==> src/rtl/utim64_main_ctrl.sv <==
// utim64 bus controller: 64-bit main counter with prescaler, register
// decode into per-channel comparator strobes, sticky IRQ pending/mask.
// Ports: iCLOCK/inRESET; bus iBUS_REQ/RW/ADDR/DATA -> oBUS_BUSY/VALID/DATA;
// oMTIMER_*: main counter; oCONF_*/oCOUNT_*/onCOUNT_DQM: channel strobes;
// iCMP_IRQ -> oIRQ. Macro UTIM64_CNT_READBACK_EN enables COUNT readback.
module utim64_main_ctrl #(
  parameter int NCMP = 4
) (
  input  logic            iCLOCK,
  input  logic            inRESET,
  input  logic            iBUS_REQ,
  output logic            oBUS_BUSY,
  input  logic            iBUS_RW,
  input  logic [5:0]      iBUS_ADDR,
  input  logic [31:0]     iBUS_DATA,
  output logic            oBUS_VALID,
  output logic [31:0]     oBUS_DATA,
  output logic            oMTIMER_WORKING,
  output logic [63:0]     oMTIMER_COUNT,
  output logic [NCMP-1:0] oCONF_WRITE,
  output logic            oCONF_ENA,
  output logic            oCONF_IRQENA,
  output logic            oCONF_64MODE,
  output logic            oCONF_PERIODIC,
  output logic [NCMP-1:0] oCOUNT_WRITE,
  output logic [1:0]      onCOUNT_DQM,
  output logic [63:0]     oCOUNT_COUNTER,
  input  logic [NCMP-1:0] iCMP_IRQ,
  output logic            oIRQ
);

  typedef enum logic [1:0] {
    IDLE = 2'd0,
    RD1  = 2'd1,
    RD2  = 2'd2
  } state_t;

  state_t state, stateNext;

  logic accept, wrAcc, rdAcc;
  assign accept = iBUS_REQ && (state == IDLE);
  assign wrAcc  = accept && iBUS_RW;
  assign rdAcc  = accept && !iBUS_RW;

  logic wrMctrl, wrMcL, wrMcH, wrPend, wrMask;
  assign wrMctrl = wrAcc && (iBUS_ADDR == 6'h00);
  assign wrMcL   = wrAcc && (iBUS_ADDR == 6'h01);
  assign wrMcH   = wrAcc && (iBUS_ADDR == 6'h02);
  assign wrPend  = wrAcc && (iBUS_ADDR == 6'h03);
  assign wrMask  = wrAcc && (iBUS_ADDR == 6'h04);

  // Channel window 0x08..0x1F: index = addr[4:2]-2, sub-register = addr[1:0]
  logic       chArea;
  logic [2:0] chIdx;
  logic [1:0] chSub;
  assign chArea = !iBUS_ADDR[5] && (iBUS_ADDR[4:3] != 2'b00);
  assign chIdx  = iBUS_ADDR[4:2] - 3'd2;
  assign chSub  = iBUS_ADDR[1:0];

  logic [NCMP-1:0] chHit;
  always_comb begin
    chHit = '0;
    for (int i = 0; i < NCMP; i++)
      chHit[i] = chArea && (chIdx == 3'(i));
  end

  logic [NCMP-1:0] wrConf, wrCntL, wrCntH;
  assign wrConf = (wrAcc && chSub == 2'd0) ? chHit : '0;
  assign wrCntL = (wrAcc && chSub == 2'd1) ? chHit : '0;
  assign wrCntH = (wrAcc && chSub == 2'd2) ? chHit : '0;

  logic            ena;
  logic [7:0]      prescale, preCnt;
  logic [63:0]     mCount;
  logic [31:0]     mShadow;
  logic [NCMP-1:0] pending, irqMask;
  logic            irqReg;
  logic [3:0]      confBits;
  logic [NCMP-1:0] confWr, cntWr;
  logic [1:0]      dqm;
  logic [63:0]     cntData;
  logic [31:0]     rdMux, rdData;
  logic [3:0]      confSh [NCMP];
`ifdef UTIM64_CNT_READBACK_EN
  logic [63:0]     cntSh [NCMP];
`endif

  always_comb begin
    rdMux = '0;
    case (iBUS_ADDR)
      6'h00:   rdMux = {16'h0, prescale, 6'h0, 1'b0, ena};
      6'h01:   rdMux = mCount[31:0];
      6'h02:   rdMux = mShadow;
      6'h03:   rdMux = 32'(pending);
      6'h04:   rdMux = 32'(irqMask);
      default: ;
    endcase
    for (int i = 0; i < NCMP; i++) begin
      if (chHit[i]) begin
        case (chSub)
          2'd0:    rdMux = {28'h0, confSh[i]};
`ifdef UTIM64_CNT_READBACK_EN
          2'd1:    rdMux = cntSh[i][31:0];
          2'd2:    rdMux = cntSh[i][63:32];
`endif
          default: ;
        endcase
      end
    end
  end

  always_ff @(posedge iCLOCK or negedge inRESET) begin
    if (!inRESET) state <= IDLE;
    else          state <= stateNext;
  end

  always_comb begin
    stateNext = state;
    unique case (state)
      IDLE:    if (rdAcc) stateNext = RD1;
      RD1:     stateNext = RD2;
      RD2:     stateNext = IDLE;
      default: stateNext = IDLE;
    endcase
  end

  always_comb begin
    oBUS_BUSY  = (state != IDLE);
    oBUS_VALID = (state == RD2);
    oBUS_DATA  = (state == RD2) ? rdData : '0;
  end

  // CLR beats increment; MCOUNT loads only while stopped
  always_ff @(posedge iCLOCK or negedge inRESET) begin
    if (!inRESET) begin
      mCount <= '0;
      preCnt <= '0;
    end else if (wrMctrl && iBUS_DATA[1]) begin
      mCount <= '0;
      preCnt <= '0;
    end else if (ena) begin
      if (preCnt == prescale) begin
        preCnt <= '0;
        mCount <= mCount + 64'd1;
      end else begin
        preCnt <= preCnt + 8'd1;
      end
    end else if (wrMcL) begin
      mCount[31:0] <= iBUS_DATA;
    end else if (wrMcH) begin
      mCount[63:32] <= iBUS_DATA;
    end
  end

  always_ff @(posedge iCLOCK or negedge inRESET) begin
    if (!inRESET) begin
      ena      <= 1'b0;
      prescale <= '0;
      mShadow  <= '0;
      rdData   <= '0;
      irqMask  <= '0;
      pending  <= '0;
      irqReg   <= 1'b0;
      confWr   <= '0;
      cntWr    <= '0;
      dqm      <= 2'b11;
      confBits <= '0;
      cntData  <= '0;
    end else begin
      if (wrMctrl) begin
        ena      <= iBUS_DATA[0];
        prescale <= iBUS_DATA[15:8];
      end
      if (rdAcc) rdData <= rdMux;
      // High half captured with the low-half read for coherent 64-bit reads
      if (rdAcc && iBUS_ADDR == 6'h01) mShadow <= mCount[63:32];
      if (wrMask) irqMask <= iBUS_DATA[NCMP-1:0];
      pending <= (pending & ~(wrPend ? iBUS_DATA[NCMP-1:0] : '0))
               | iCMP_IRQ;
      irqReg <= |(pending & irqMask);
      confWr <= wrConf;
      cntWr  <= wrCntL | wrCntH;
      dqm    <= (|wrCntL) ? 2'b10 :
                (|wrCntH) ? 2'b01 : 2'b11;
      if (|wrConf) confBits <= iBUS_DATA[3:0];
      if (|(wrCntL | wrCntH)) cntData <= {iBUS_DATA, iBUS_DATA};
    end
  end

  always_ff @(posedge iCLOCK or negedge inRESET) begin
    if (!inRESET) begin
      for (int i = 0; i < NCMP; i++) begin
        confSh[i] <= '0;
`ifdef UTIM64_CNT_READBACK_EN
        cntSh[i]  <= '0;
`endif
      end
    end else begin
      for (int i = 0; i < NCMP; i++) begin
        if (wrConf[i]) confSh[i] <= iBUS_DATA[3:0];
`ifdef UTIM64_CNT_READBACK_EN
        if (wrCntL[i]) cntSh[i][31:0]  <= iBUS_DATA;
        if (wrCntH[i]) cntSh[i][63:32] <= iBUS_DATA;
`endif
      end
    end
  end

  assign oMTIMER_WORKING = ena;
  assign oMTIMER_COUNT   = mCount;
  assign oCONF_WRITE     = confWr;
  assign oCONF_ENA       = confBits[0];
  assign oCONF_IRQENA    = confBits[1];
  assign oCONF_64MODE    = confBits[2];
  assign oCONF_PERIODIC  = confBits[3];
  assign oCOUNT_WRITE    = cntWr;
  assign onCOUNT_DQM     = dqm;
  assign oCOUNT_COUNTER  = cntData;
  assign oIRQ            = irqReg;

endmodule

==> config.mk <==
export PLATFORM = sky130hd
export DESIGN_NAME = utim64_main_ctrl
export DESIGN_NICKNAME = d
export VERILOG_FILES = /design/src/rtl/utim64_main_ctrl.sv
export SDC_FILE = /design/constraint.sdc
export NUM_CORES = 1
export LEC_CHECK = 0
export CELL_PAD_IN_SITES_DETAIL_PLACEMENT = 0
export CELL_PAD_IN_SITES_GLOBAL_PLACEMENT = 2
export CORE_ASPECT_RATIO = 0.8
export CORE_MARGIN = 2
export CORE_UTILIZATION = 25
export DETAILED_ROUTE_END_ITERATION = 8
export PLACE_DENSITY_LB_ADDON = 0.1
export SLEW_MARGIN = 20
export SYNTH_ARGS = -nofsm -noshare
export SYNTH_HDL_FRONTEND = slang
export SYNTH_SLANG_ARGS = --single-unit
==> constraint.sdc <==
create_clock -name iCLOCK -period 3.22 [get_ports iCLOCK]
set_clock_uncertainty 0.15 [all_clocks]
set_input_delay 0.322 -clock iCLOCK [delete_from_list [all_inputs] [get_ports iCLOCK]]
set_output_delay 0.322 -clock iCLOCK [all_outputs]
set_load 0.05 [all_outputs]
==> flow_summary_export.csv, run 1 <==
group,metric,value,unit
status,run_status,"complete, no violations",
clock_network,holdBufCountCts,1,
detailed_routing,post-route-drc-count,0,
power_and_ir_drop,pwr_density_cell,790,nW/um^2
place,numPlacedInstances,2060,
worst_setup_path,critPathKind,"register to primary output",
global_route,grt_pass1_vias,10901,
die,die_x,245,um
clock_network,post-cts-setup-buffers,0,
finish,layout.core_utilization,34.8,%
global_route,grt_max_degree,74,
logic_synthesis,yosys_register_bits,218,
job,maxCapViolations,0,
logic_synthesis,ys.flop_type,"dfrtp_1",
place,portBuffers,223,
clock_network,cts_made_buffers,28,
worst_hold_path,min-delay-path-class,"primary input to register",
finish,area.sequential,5460,sq um
sta,fmax,0.345,GHz
finish,fillerInstances,4798,
place,detailedPlace.worstSlack,112,ps
logic_synthesis,async_reset_ff_share,100,%
finish,mostFrequentLayoutCells,"220 x clkdlybuf4s50_1, 215 x dfrtp_1, 138 x nand2_1",
worst_setup_path,critical_path.startpoint_type,"register",
finish,number_of_non_filler_instances_in_the_completed_layout,2109,
logic_synthesis,synth.avg_cell_area,9.60,sq um
detailed_routing,drt_first_iter_violations,754,
sta,tightestPinTransition,818,ps
detailed_routing,via_count,10813,
finish,multi_input_comb_area,5570,sq um
clock_network,tritoncts_clock_tree,"done",
logic_synthesis,synth_edf_count,0,
detailed_routing,routed_wl,52200,um
detailed_routing,vias_per_std_cell,5.13,
worst_setup_path,path_max_fanout,33,
clock_network,cts_root_buffer,"clkbuf_16",
sta,timing.final.crit_period,2900,ps
global_route,total_congestion_overflow_after_global_routing,0,
clock_network,max-clock-path-buffers,3,
logic_synthesis,postSynthCellCount,1214,
place,gp_routability_congestion,0.830,
finish,drive_gt1_share,17.4,%
logic_synthesis,synth.net_count,1263,
die,rows,70,
logic_synthesis,synthesis.area,11700,sq um
worst_setup_path,end_kind,"primary output",
logic_synthesis,synth_seq_area_share,46.8,%
die,core_area,45900,sq um
clock_network,tritoncts_num_sinks,218,
sta,setup_ws,318,ps
logic_synthesis,synth_cell_types,79,
worst_setup_path,worstPathArrival,2430,ps
die,pin_count,224,
finish,final_nets,1528,
die,die_height,197,um
die,floorplan.initialDensity,25.4,%
sta,grt_setup_unrepaired,"false",
clock_network,htree_levels,1,
die,area_enclosed_by_the_die_boundary,48400,sq um
clock_network,gates_resized_cts_repair,0,
sta,finalSetupViolCount,0,
finish,antenna_cells,0,
finish,most_frequent_standard_cell_in_the_layout_excluding_fill_and_tap_cells,"clkdlybuf4s50_1",
detailed_routing,detail_route.wl_per_cell,24.7,um
detailed_routing,firstDrtPassIters,5,
global_route,grt_antenna_before_repair,2,
sta,timing.final.hold_violations,0,
clock_network,clk_pin_slew,60,ps
sta,layout_worst_path_cycle_share,90.1,%
finish,area_growth_syn_to_layout,37.0,%
detailed_routing,ant_nets,0,
global_route,first_pass_grt_wire_length,76900,um
power_and_ir_drop,power.static_leakage,6.71,nW
logic_synthesis,synth.largest_area_cell,"dfrtp_1",
sta,timing.final.max_slew_violations,0,
clock_network,clk-insertion-delay-late,560,ps
logic_synthesis,yosysTopAreaCellShare,46.4,%
worst_setup_path,timing.reg2reg.setup_slack,520,ps
place,hpwl,39300,um
global_route,global_route.usage.total,21.4,%
worst_setup_path,critPathRequiredTime,2750,ps
sta,slew_headroom,45.2,%
power_and_ir_drop,worst_vdd_ir,436,uV
logic_synthesis,synth_warnings,0,
logic_synthesis,yosys-top-cells-area,"dfrtp_1 46%, mux2_2 7.7%, o21ai_0 5.0%",
[cells in the mapped netlist, drive strengths merged, types with 10 or more instances]
library cell / n
a21oi: 43
a22o: 11
a22oi: 34
a31oi: 15
and2: 43
and3: 18
and4: 16
buf: 53
clkbuf: 56
dfrtp: 216
inv: 27
mux2: 81
mux2i: 19
nand2: 138
nand3: 45
nand4: 28
nor2: 60
nor2b: 10
nor3: 26
nor4: 17
o21ai: 119
o22ai: 14
o2bb2ai: 12
xnor2: 10
[state kept, by name, indices dropped and copies added (netlist names)]
| signal | cells |
|---|---|
| oCOUNT_COUNTER | 32 |
| rdData | 32 |
| oMTIMER_WORKING | 1 |
| confSh | 16 |
| onCOUNT_DQM | 2 |
| oMTIMER_COUNT | 64 |
| preCnt | 8 |
| prescale | 8 |
| state | 2 |
| pending | 4 |
| oCOUNT_WRITE | 4 |
| mShadow | 32 |
| irqMask | 4 |
| oCONF_WRITE | 4 |
| confBits | 4 |
| oIRQ | 1 |
[per-stage QoR]
| step | hold slack (ps) | total power, mW | setup TNS, ps | area [sq um] |
|---|---|---|---|---|
| after floorplan | -124 | 7.00 | 0 | 11700 |
| after global placement | 207 | 9.53 | -65.9 | 15100 |
| after detailed placement | 209 | 9.54 | 0 | 15100 |
| after CTS | 150 | 12.7 | 0 | 16000 |
| after global routing | 172 | 13.2 | 0 | 16000 |
| final | 177 | 12.6 | 0 | 16000 |
[worst paths after layout]
path / startpoint / to / depth (start not counted)
min in group asynchronous: inRESET / preCnt[5] / 2
max in group asynchronous: inRESET / oMTIMER_COUNT[60] / 3
worst min register to register: rdData[17] / rdData[17] / 2
worst max-delay path: state[1] / oBUS_DATA[11] / 4
worst max register to register: oMTIMER_COUNT[17] / oMTIMER_COUNT[63] / 7
worst min-delay path: iCMP_IRQ[2] / pending[2] / 2
[final cells by class]
type	count	share of cell area [%]
clock inverters	5	0.470
clock buffers	43	5.06
inverters	27	0.635
repair buffers	344	20.0
multi-input cells	860	34.9
flip-flops and latches	218	34.2
well taps	612	4.79
[metal layers]
layer | vias up | track usage (%) | wire (um)
met3 | 70 | 3.38 | 3000
met5 | - | 0 | 0
met4 | 0 | 5.12 | 1240
met1 | 5424 | 33.4 | 26300
li1 | 4966 | - | -
met2 | 353 | 30.5 | 21600
[cell families (layout without fill, tap and decap cells)]
| kind of cell | Yosys count | in the layout | share of synthesized area [%] |
|---|---|---|---|
| compound gates | 320 | 320 | 17.7 |
| xor+xnor | 11 | 11 | 0.826 |
| fa+ha+maj | 3 | 3 | 0.322 |
| buf+inv | 136 | 419 | 5.72 |
| flops | 218 | 218 | 46.8 |
| mux | 101 | 101 | 9.65 |
| simple gates | 425 | 425 | 19.0 |
[power by group]
group | switching [mW] | total [mW] | internal (mW) | leakage, nW
Sequential | 0.592 | 3.86 | 3.27 | 2.85
Clock | 1.25 | 3.12 | 1.86 | 0.432
Combinational | 3.82 | 5.65 | 1.83 | 3.43
[critical path, stage by stage (launching register included)]
cell             delay [ps]
dfrtp_1                 400
nor2b_2                 160
buf_4                   260
and2_1                  220
clkdlybuf4s50_1         810
Note: power is estimated with default switching activity, not from simulation.
==> inputs of run 2 (changes only) <==
clock period = 3.4 ns   (was 3.22 ns; I/O delays follow)
==> flow_summary_export.csv, run 2 (synthesis gave the netlist of run 1 again) <==
group,metric,value,unit
place,instance_area_after_placement,14900,sq um
finish,final_nets,1501,
place,hpwl,39000,um
detailed_routing,vias_per_std_cell,5.15,
worst_setup_path,worstPathArrival,3280,ps
detailed_routing,ant_nets,0,
die,area_enclosed_by_the_die_boundary,48400,sq um
die,floorplan.initialDensity,25.4,%
detailed_routing,routed_wl,51900,um
sta,timing.final.hold_violations,0,
finish,multi_input_comb_area,5570,sq um
finish,most_frequent_standard_cell_in_the_layout_excluding_fill_and_tap_cells,"clkdlybuf4s50_1",
worst_setup_path,timing.critical_path.cells,"and3_1 -> nand4_1 -> nor2_1 -> nor4bb_1 -> o21ai_0 -> a31oi_1",
sta,tightestPinTransition,815,ps
clock_network,clk_pin_slew,60,ps
global_route,grt_pass1_vias,10448,
worst_setup_path,critical_path.startpoint_type,"register",
clock_network,tritoncts_num_sinks,218,
clock_network,post-cts-setup-buffers,0,
power_and_ir_drop,pwr_density_cell,745,nW/um^2
power_and_ir_drop,power.static_leakage,6.57,nW
worst_hold_path,min-delay-path-class,"primary input to register",
clock_network,tritoncts_clock_tree,"done",
clock_network,cts_made_buffers,27,
worst_setup_path,critPathKind,"register to register",
worst_setup_path,path_max_fanout,9,
global_route,grt_max_degree,92,
worst_setup_path,end_kind,"register",
die,die_height,197,um
sta,totalNegativeSetupSlack,0,ps
worst_setup_path,critPathRequiredTime,3710,ps
global_route,grt_antenna_before_repair,1,
finish,fillerInstances,4750,
global_route,first_pass_grt_wire_length,76000,um
power_and_ir_drop,total_power,11.8,mW
detailed_routing,detail_route.wl_per_cell,24.9,um
sta,fmax,0.337,GHz
finish,area.sequential,5460,sq um
place,gp_routability_congestion,0.837,
die,pin_count,224,
worst_setup_path,timing.critical_path.depth,6,
clock_network,gates_resized_cts_repair,0,
clock_network,max-clock-path-buffers,3,
place,portBuffers,223,
clock_network,clk-insertion-delay-late,550,ps
finish,area_growth_syn_to_layout,35.4,%
detailed_routing,post-route-drc-count,0,
finish,mostFrequentLayoutCells,"222 x clkdlybuf4s50_1, 215 x dfrtp_1, 138 x nand2_1",
worst_setup_path,timing.critical_path.max_delay_family,"simple AND/OR/NAND/NOR gates",
worst_setup_path,critical_path.max_stage_delay,640,ps
sta,timing.final.max_slew_violations,0,
detailed_routing,via_count,10746,
worst_setup_path,r2r_cells,6,
detailed_routing,firstDrtPassIters,5,
finish,largest_reg_flops,64,
clock_network,htree_levels,1,
status,run_status,"complete, no violations",
detailed_routing,drt_first_iter_violations,812,
worst_setup_path,cp.buffers_inverters,0,
worst_hold_path,hold_depth,2,
sta,timing.final.crit_period,2960,ps
job,maxCapViolations,0,
clock_network,cts_root_buffer,"clkbuf_16",
die,die_x,245,um
sta,layout_worst_path_cycle_share,87.2,%
finish,drive_gt1_share,15.8,%
power_and_ir_drop,worst_vdd_ir,370,uV
sta,grt_setup_unrepaired,"false",
global_route,total_congestion_overflow_after_global_routing,0,
sta,slew_headroom,45.1,%
sta,finalSetupViolCount,0,
global_route,global_route.usage.total,21.3,%
die,core_area,45900,sq um
finish,stdcell_area,15800,sq um
die,rows,70,
worst_setup_path,timing.critical_path.slowest_stage_cell,"nor2_1",
run 2: cell count changes in the layout (fill, tap and decap cells not counted), moves of 2 or more:
cell             before  now
clkdlybuf4s50_1     220  222
clkbuf_8              3    7
clkbuf_16            29   27
buf_12                4    6
buf_4               118   88
run 2: worst paths after layout:
| check | startpoint | endpoint | slack (ps) |
|---|---|---|---|
| max | oMTIMER_COUNT[2] | oMTIMER_COUNT[45] | 440 |
| min | iCMP_IRQ[0] | pending[0] | 210 |
| max reg2reg | oMTIMER_COUNT[2] | oMTIMER_COUNT[45] | 440 |
| min reg2reg | rdData[29] | rdData[29] | 320 |
| max in group asynchronous | inRESET | oCOUNT_COUNTER[61] | 2010 |
| min in group asynchronous | inRESET | preCnt[0] | 240 |
run 2: what timing repair did:
action	in CTS	in global routing
endpoints found under the setup margin	0	0
hold buffers	1	0
endpoints found under the hold margin	87	0
run 2: per-layer routing:
metal,wire length [um],GRT usage (%)
met3,2950,2.91
met4,835,3.70
met5,0,0
met1,26800,34.2
met2,21400,29.8
run 2: metrics by stage:
stage                     setup WS, ps  hold WS, ps  utilization [%]  std cells
final                              436          210             34.4       2085
after global routing               296          212             34.4       2084
after CTS                          424          188             34.4       2084
after detailed placement           139          276             32.5       2034
after global placement             214          280             32.5       2034
after floorplan                    700         -106                -       1214
run 2: cell type report:
class | count | share of cell area, %
multi-input combinational | 860 | 35.3
antenna | 1 | 0.0159
sequential | 218 | 34.6
inverter | 27 | 0.642
timing repair buffer | 318 | 19.2
clock buffer | 46 | 5.18
tap | 612 | 4.85
clock inverter | 3 | 0.254
run 2: where the power goes:
part / total [mW] / switching [mW] / internal [mW]
registers: 3.77 / 0.680 / 3.09
clock network: 2.85 / 1.16 / 1.69
logic: 5.14 / 3.48 / 1.65
total: 11.8 / 5.33 / 6.44
==> edit 1: new RTL, settings of run 1 <==
Take the reset off `pending` and load it in a clocked block of its own.
--- a/src/rtl/utim64_main_ctrl.sv
+++ b/src/rtl/utim64_main_ctrl.sv
@@ -160,5 +160,4 @@
       rdData   <= '0;
       irqMask  <= '0;
-      pending  <= '0;
       irqReg   <= 1'b0;
       confWr   <= '0;
@@ -176,6 +175,4 @@
       if (rdAcc && iBUS_ADDR == 6'h01) mShadow <= mCount[63:32];
       if (wrMask) irqMask <= iBUS_DATA[NCMP-1:0];
-      pending <= (pending & ~(wrPend ? iBUS_DATA[NCMP-1:0] : '0))
-               | iCMP_IRQ;
       irqReg <= |(pending & irqMask);
       confWr <= wrConf;
@@ -186,4 +183,8 @@
       if (|(wrCntL | wrCntH)) cntData <= {iBUS_DATA, iBUS_DATA};
     end
+  end
+
+  always_ff @(posedge iCLOCK) begin
+    pending <= (pending & ~(wrPend ? iBUS_DATA[NCMP-1:0] : '0)) | iCMP_IRQ;
   end
 
Function: changed (a bounded check fails within 4 cycles, from zero or initial values and one cycle with inRESET low).
==> edit 1 against run 1 <==
  * Wire length down 3.8%
  * Via count fell by 2.3%
  * Sequential cell count unchanged
  * Critical endpoint is now oBUS_DATA[26]
  * Clock power is essentially flat
  * Largest power group unchanged
  * Area after synthesis increased by 0.23%
  * Critical path depth stayed put
  * Worst setup slack gained 0.042 ns
  * Total power shrank 5.2%
  * Register-to-register slack worse by 0.09 ns
  * Largest cell class unchanged
  * Cell area hardly changed
==> edit 1: results (changes against run 1) <==
| Metric | Value |
|---|---|
| Status | complete, no violations |
| Fin nets | 1498 (-2.0%) |
| Drt first pass iters | 6 (+1) |
| 1st-iter DRT viols | 877 (+16%) |
| Largest net degree at the start of global routing | 70 (-5.4%) |
| Root buffer cell | clkbuf_16 |
| Syn Area/Cell | 9.76 um2 (+1.6%) |
| Switching power | 5.24 mW (-7.4%) |
| Sequential area share after synthesis | 0.465 (-0.00277) |
| CP arrival | 2.39 ns (-0.04 ns) |
| Top Family by Delay on Critical Path | buffers and inverters |
| Dpl hpwl | 37.3 mm (-5.3%) |
| First-pass GRT wire length | 74.3 mm (-3.4%) |
| Min-Delay Path Class | input pin to async pin |
| Placed Instances | 2030 (-1.5%) |
| Placed cell area | 0.0151 mm2 (about the same) |
| Maximum VDD drop | 0.536 mV (+23%) |
| Total routed wirelength | 50.2 mm (-3.8%) |
| Distinct cell type count after synthesis | 78 (-1.3%) |
| Post CTS Setup Buffer Count | 0 (unchanged) |
| Layout fillers | 4760 (-0.79%) |
| Routability cong. | 0.825 (-0.58%) |
| Vias in the first global route | 10500 (-3.9%) |
| Synth Flop Type | dfrtp_1 |
| Leak | 6.66 nW (-0.87%) |
| Post-cts resize count | 0 (unchanged) |
| Via Count | 10600 (-2.3%) |
| Max reg flops | 64 (unchanged) |
| Synth top area cells | dfrtp_1 (45%), mux2_2 (8.9%), nand2_1 (4.5%), o21ai_0 (3.8%), a22oi_1 (2.7%) |
| DR vias/cell | 5.07 (-1.1%) |
| Layout cells sized above 1 | 0.190 (+0.0153) |
| Relative slew margins | 0.362 (-0.0906) |
| Synth async-reset ratio | 0.982 (-0.0183) |
| Post-synth top cells | dfrtp_1 (212), nand2_1 (139), mux2_2 (92) |
| Syn nets | 1246 (-1.3%) |
| Synthesis warning total | 0 (unchanged) |
| Worst-Skew Late Latency | 0.56 ns (about the same) |
| Initial antenna violation count | 3 (+1) |
| Overall routing resource usage | 0.206 (-0.00847) |
| Inserted Diodes | 0 (unchanged) |
| Pre-CTS setup slack | 0.0707 ns (-0.0417 ns) |
| Max stage delay on crit path | 0.80 ns |
-- edit 1: cell count changes after synthesis, moves of 8 or more --
cell	delta
xor2_1	+9
clkbuf_1	-11
a22oi_1	+8
o21ai_0	-27
nand4_1	-10
inv_1	-15
xnor2_1	-9
nand3_1	-9
nor2_1	+9
a21oi_1	+16
mux2_2	+12
-- edit 1: power groups by stage --
stage | registers [mW] | logic (mW) | clock network (mW)
after floorplan | 5.23 | 1.51 | 0
after global placement | 3.87 | 5.04 | 0
after detailed placement | 3.86 | 5.05 | 0
after CTS | 3.82 | 5.06 | 3.20
after global routing | 3.90 | 5.29 | 3.31
final | 3.82 | 5.03 | 3.11
-- edit 1: cells by family (layout without fill, tap and decap cells) --
family / count (synthesis) / count (layout) / share of synthesized area
DFF: 218 / 218 / 0.465
xor gates and xnor gates: 11 / 11 / 0.00825
buffers and inverters: 121 / 395 / 0.0531
adders and majority gates: 3 / 3 / 0.00321
muxes: 112 / 112 / 0.106
AOI/OAI and AO/OA: 303 / 303 / 0.170
and+or+nand+nor: 429 / 429 / 0.194
-- edit 1: routing by layer --
metal / GRT usage / vias to the layer above / share of wire
met2: 0.292 / 301 / 0.41
li1: - / 4880 / -
met3: 0.0307 / 38 / 0.053
met4: 0.0283 / 0 / 0.012
met5: 0 / - / 0
met1: 0.330 / 5341 / 0.52
-- edit 1: worst paths after layout --
check	startpoint	endpoint	slack [ns]	cells past startpoint
max	state[0]	oBUS_DATA[26]	0.36	4
min	inRESET	oCOUNT_COUNTER[42]	0.17	2
max reg2reg	prescale[7]	oMTIMER_COUNT[49]	0.43	7
min reg2reg	rdData[31]	rdData[31]	0.32	2
max in group asynchronous	inRESET	oCOUNT_COUNTER[49]	1.98	3
min in group iCLOCK	iCMP_IRQ[3]	pending[3]	0.18	2
-- edit 1: area by class of cell --
class,count,area (um2),share of cell area
multi-input combinational,858,5660,0.354
sequential,218,5440,0.340
tap,612,766,0.0479
inverter,13,48.8,0.00305
timing repair buffer,330,3170,0.198
clock inverter,8,65.1,0.00407
clock buffer,44,832,0.0521
==> edit 2: new RTL, config.mk and constraints of run 1 <==
Made on the original files. Build with the macro `UTIM64_CNT_READBACK_EN` defined.
--- a/src/rtl/utim64_main_ctrl.sv
+++ b/src/rtl/utim64_main_ctrl.sv
@@ -4,4 +4,6 @@
 // oMTIMER_*: main counter; oCONF_*/oCOUNT_*/onCOUNT_DQM: channel strobes;
 // iCMP_IRQ -> oIRQ. Macro UTIM64_CNT_READBACK_EN enables COUNT readback.
+`define UTIM64_CNT_READBACK_EN
+
 module utim64_main_ctrl #(
   parameter int NCMP = 4
Function: changed (a bounded check fails within 4 cycles, from zero or initial values and one cycle with inRESET low).
==> edit 2 against run 1 <==
  * Total power up 66%
  * Wire length up 82%
  * Utilization fell by 2.4 points
  * Sequential cell count increased by 256
  * Area after synthesis rose by 97%
  * Combinational power is 16% higher
  * Worst hold slack worse by 0.071 ns
  * Cell area is 85% higher
  * Worst setup slack got worse by 0.20 ns
  * Critical path type unchanged
  * Highest routed layer unchanged
==> edit 2: results (changes against run 1) <==
| Metric | Value |
|---|---|
| Maximum VDD drop | 0.441 mV (+1.1%) |
| Synthesis warning total | 0 (unchanged) |
| Status | complete, no violations |
| Reg2reg end | oMTIMER_COUNT[41] |
| Max reg flops | 256 (+300%) |
| Wire per inst | 26.6 um (+7.5%) |
| Min-Delay Path Class | input pin to register |
| Dpl hpwl | 66.3 mm (+69%) |
| Worst R2R Path Depth | 8 (+1) |
| Hold endpoint | pending[1] |
| Overall routing resource usage | 0.198 (-0.0162) |
| Max stage delay on crit path | 0.83 ns (+0.02 ns) |
| Routability cong. | 0.800 (-3.6%) |
| Placed cell area | 0.0276 mm2 (+83%) |
| Fin nets | 2352 (+54%) |
| Largest net degree at the start of global routing | 80 (+8.1%) |
| Worst-Skew Late Latency | 0.64 ns (+0.08 ns) |
| Reg-to-reg startpoint | oMTIMER_COUNT[2] |
| 1st-iter DRT viols | 1273 (+69%) |
| CTS Buffer Depth | 3 (unchanged) |
| Synth Flop Type | dfrtp_1 |
| Vias in the first global route | 18700 (+71%) |
| Cells after synthesis | 2060 (+70%) |
| Leak | 13.0 nW (+93%) |
| Placed Instances | 3455 (+68%) |
| DR vias/cell | 5.18 (+1.1%) |
| CP max FO | 30 (-9.1%) |
| Layout cells sized above 1 | 0.276 (+0.102) |
| Initial antenna violation count | 8 (+6) |
| Root buffer cell | clkbuf_16 |
| Synth top area cells | dfrtp_1 (51%), mux2_2 (17%), a22oi_1 (4.3%), o21ai_0 (3.0%), clkbuf_1 (2.4%) |
| Sequential area share after synthesis | 0.516 (+0.0479) |
| First-pass GRT wire length | 137 mm (+78%) |
| Distinct cell type count after synthesis | 81 (+2.5%) |
| CP arrival | 2.64 ns (+0.21 ns) |
| Htree depth | 2 (+1) |
| R2r setup slk | 0.25 ns (-0.27 ns) |
| Total routed wirelength | 94.8 mm (+82%) |
| Top Family by Delay on Critical Path | buffers and inverters |
| Relative slew margins | 0.319 (-0.134) |
| Worst Hold Path Cells | 2 (unchanged) |
| CTS Buf Count | 57 (+100%) |
| Drt first pass iters | 8 (+3) |
| Worst Min Path Start | iCMP_IRQ[1] |
| Post-synth top cells | dfrtp_1 (472), mux2_2 (347), clkbuf_1 (146) |
edit 2: cell types whose count changed after synthesis, sizes merged, moves of 9 or more:
cell    change
mux2      +266
clkbuf     +91
o21ai      +24
o22ai      +43
or4        +10
a221o      +20
a21oi      +35
nor2       +14
dfrtp     +256
and4        -9
buf        +12
nand2      -19
a22oi      +99
edit 2: metrics by stage:
step	hold WS [ns]	setup slack, ns
after floorplan	-0.124	0.453
after global placement	0.279	-0.0302
after detailed placement	0.276	-0.0308
after CTS	0.0656	0.00214
after global routing	0.0970	-0.000314
final	0.106	0.113
edit 2: worst max path at each step:
stage                          start                 to  slack, ns  cells past startpoint
floorplan           oMTIMER_COUNT[5]  oMTIMER_COUNT[47]       0.45                      7
global placement        iBUS_ADDR[3]         rdData[24]      -0.03                      9
detailed placement      iBUS_ADDR[3]         rdData[24]      -0.03                      9
CTS                         state[1]       oBUS_DATA[8]      0.002                      4
global route                state[1]      oBUS_DATA[28]    -0.0003                      4
finish                      state[1]      oBUS_DATA[27]       0.11                      4
edit 2: cells by family (layout without fill, tap and decap cells):
group | count (synthesis) | in the layout | synth area share
xor+xnor | 11 | 11 | 0.00419
simple gates | 435 | 435 | 0.0999
buf+inv | 233 | 521 | 0.0452
compound gates | 532 | 532 | 0.152
flops | 474 | 474 | 0.516
mux | 372 | 372 | 0.181
fa+ha+maj | 3 | 3 | 0.00163
other cells | 0 | 4 | 0
edit 2: final cells by class:
| type | count | area, um2 |
|---|---|---|
| antenna | 4 | 10.0 |
| clock buffer | 85 | 1690 |
| clock inverter | 19 | 282 |
| fill | 9288 | 61600 |
| inverter | 21 | 78.8 |
| multi-input combinational | 1353 | 10100 |
| sequential | 474 | 11900 |
| tap | 1212 | 1520 |
| timing repair buffer | 396 | 4010 |
edit 2: routing by layer:
layer	share of wire	track usage	up-vias
li1	-	-	8097
met5	0	0	-
met1	0.50	0.299	9705
met2	0.42	0.289	540
met4	0.023	0.0509	0
met3	0.058	0.0355	123
edit 2: what timing repair did:
action,in CTS,in global routing
hold buffers,1,0
pin swaps,0,0
gates resized for setup,1,4
endpoints found under the hold margin,66,0
setup endpoints to repair,1,4
edit 2: power by group:
| group | total [mW] | internal [mW] | switching, mW |
|---|---|---|---|
| registers | 7.57 | 6.72 | 0.844 |
| clock network | 6.82 | 4.03 | 2.79 |
| logic | 6.54 | 2.14 | 4.40 |
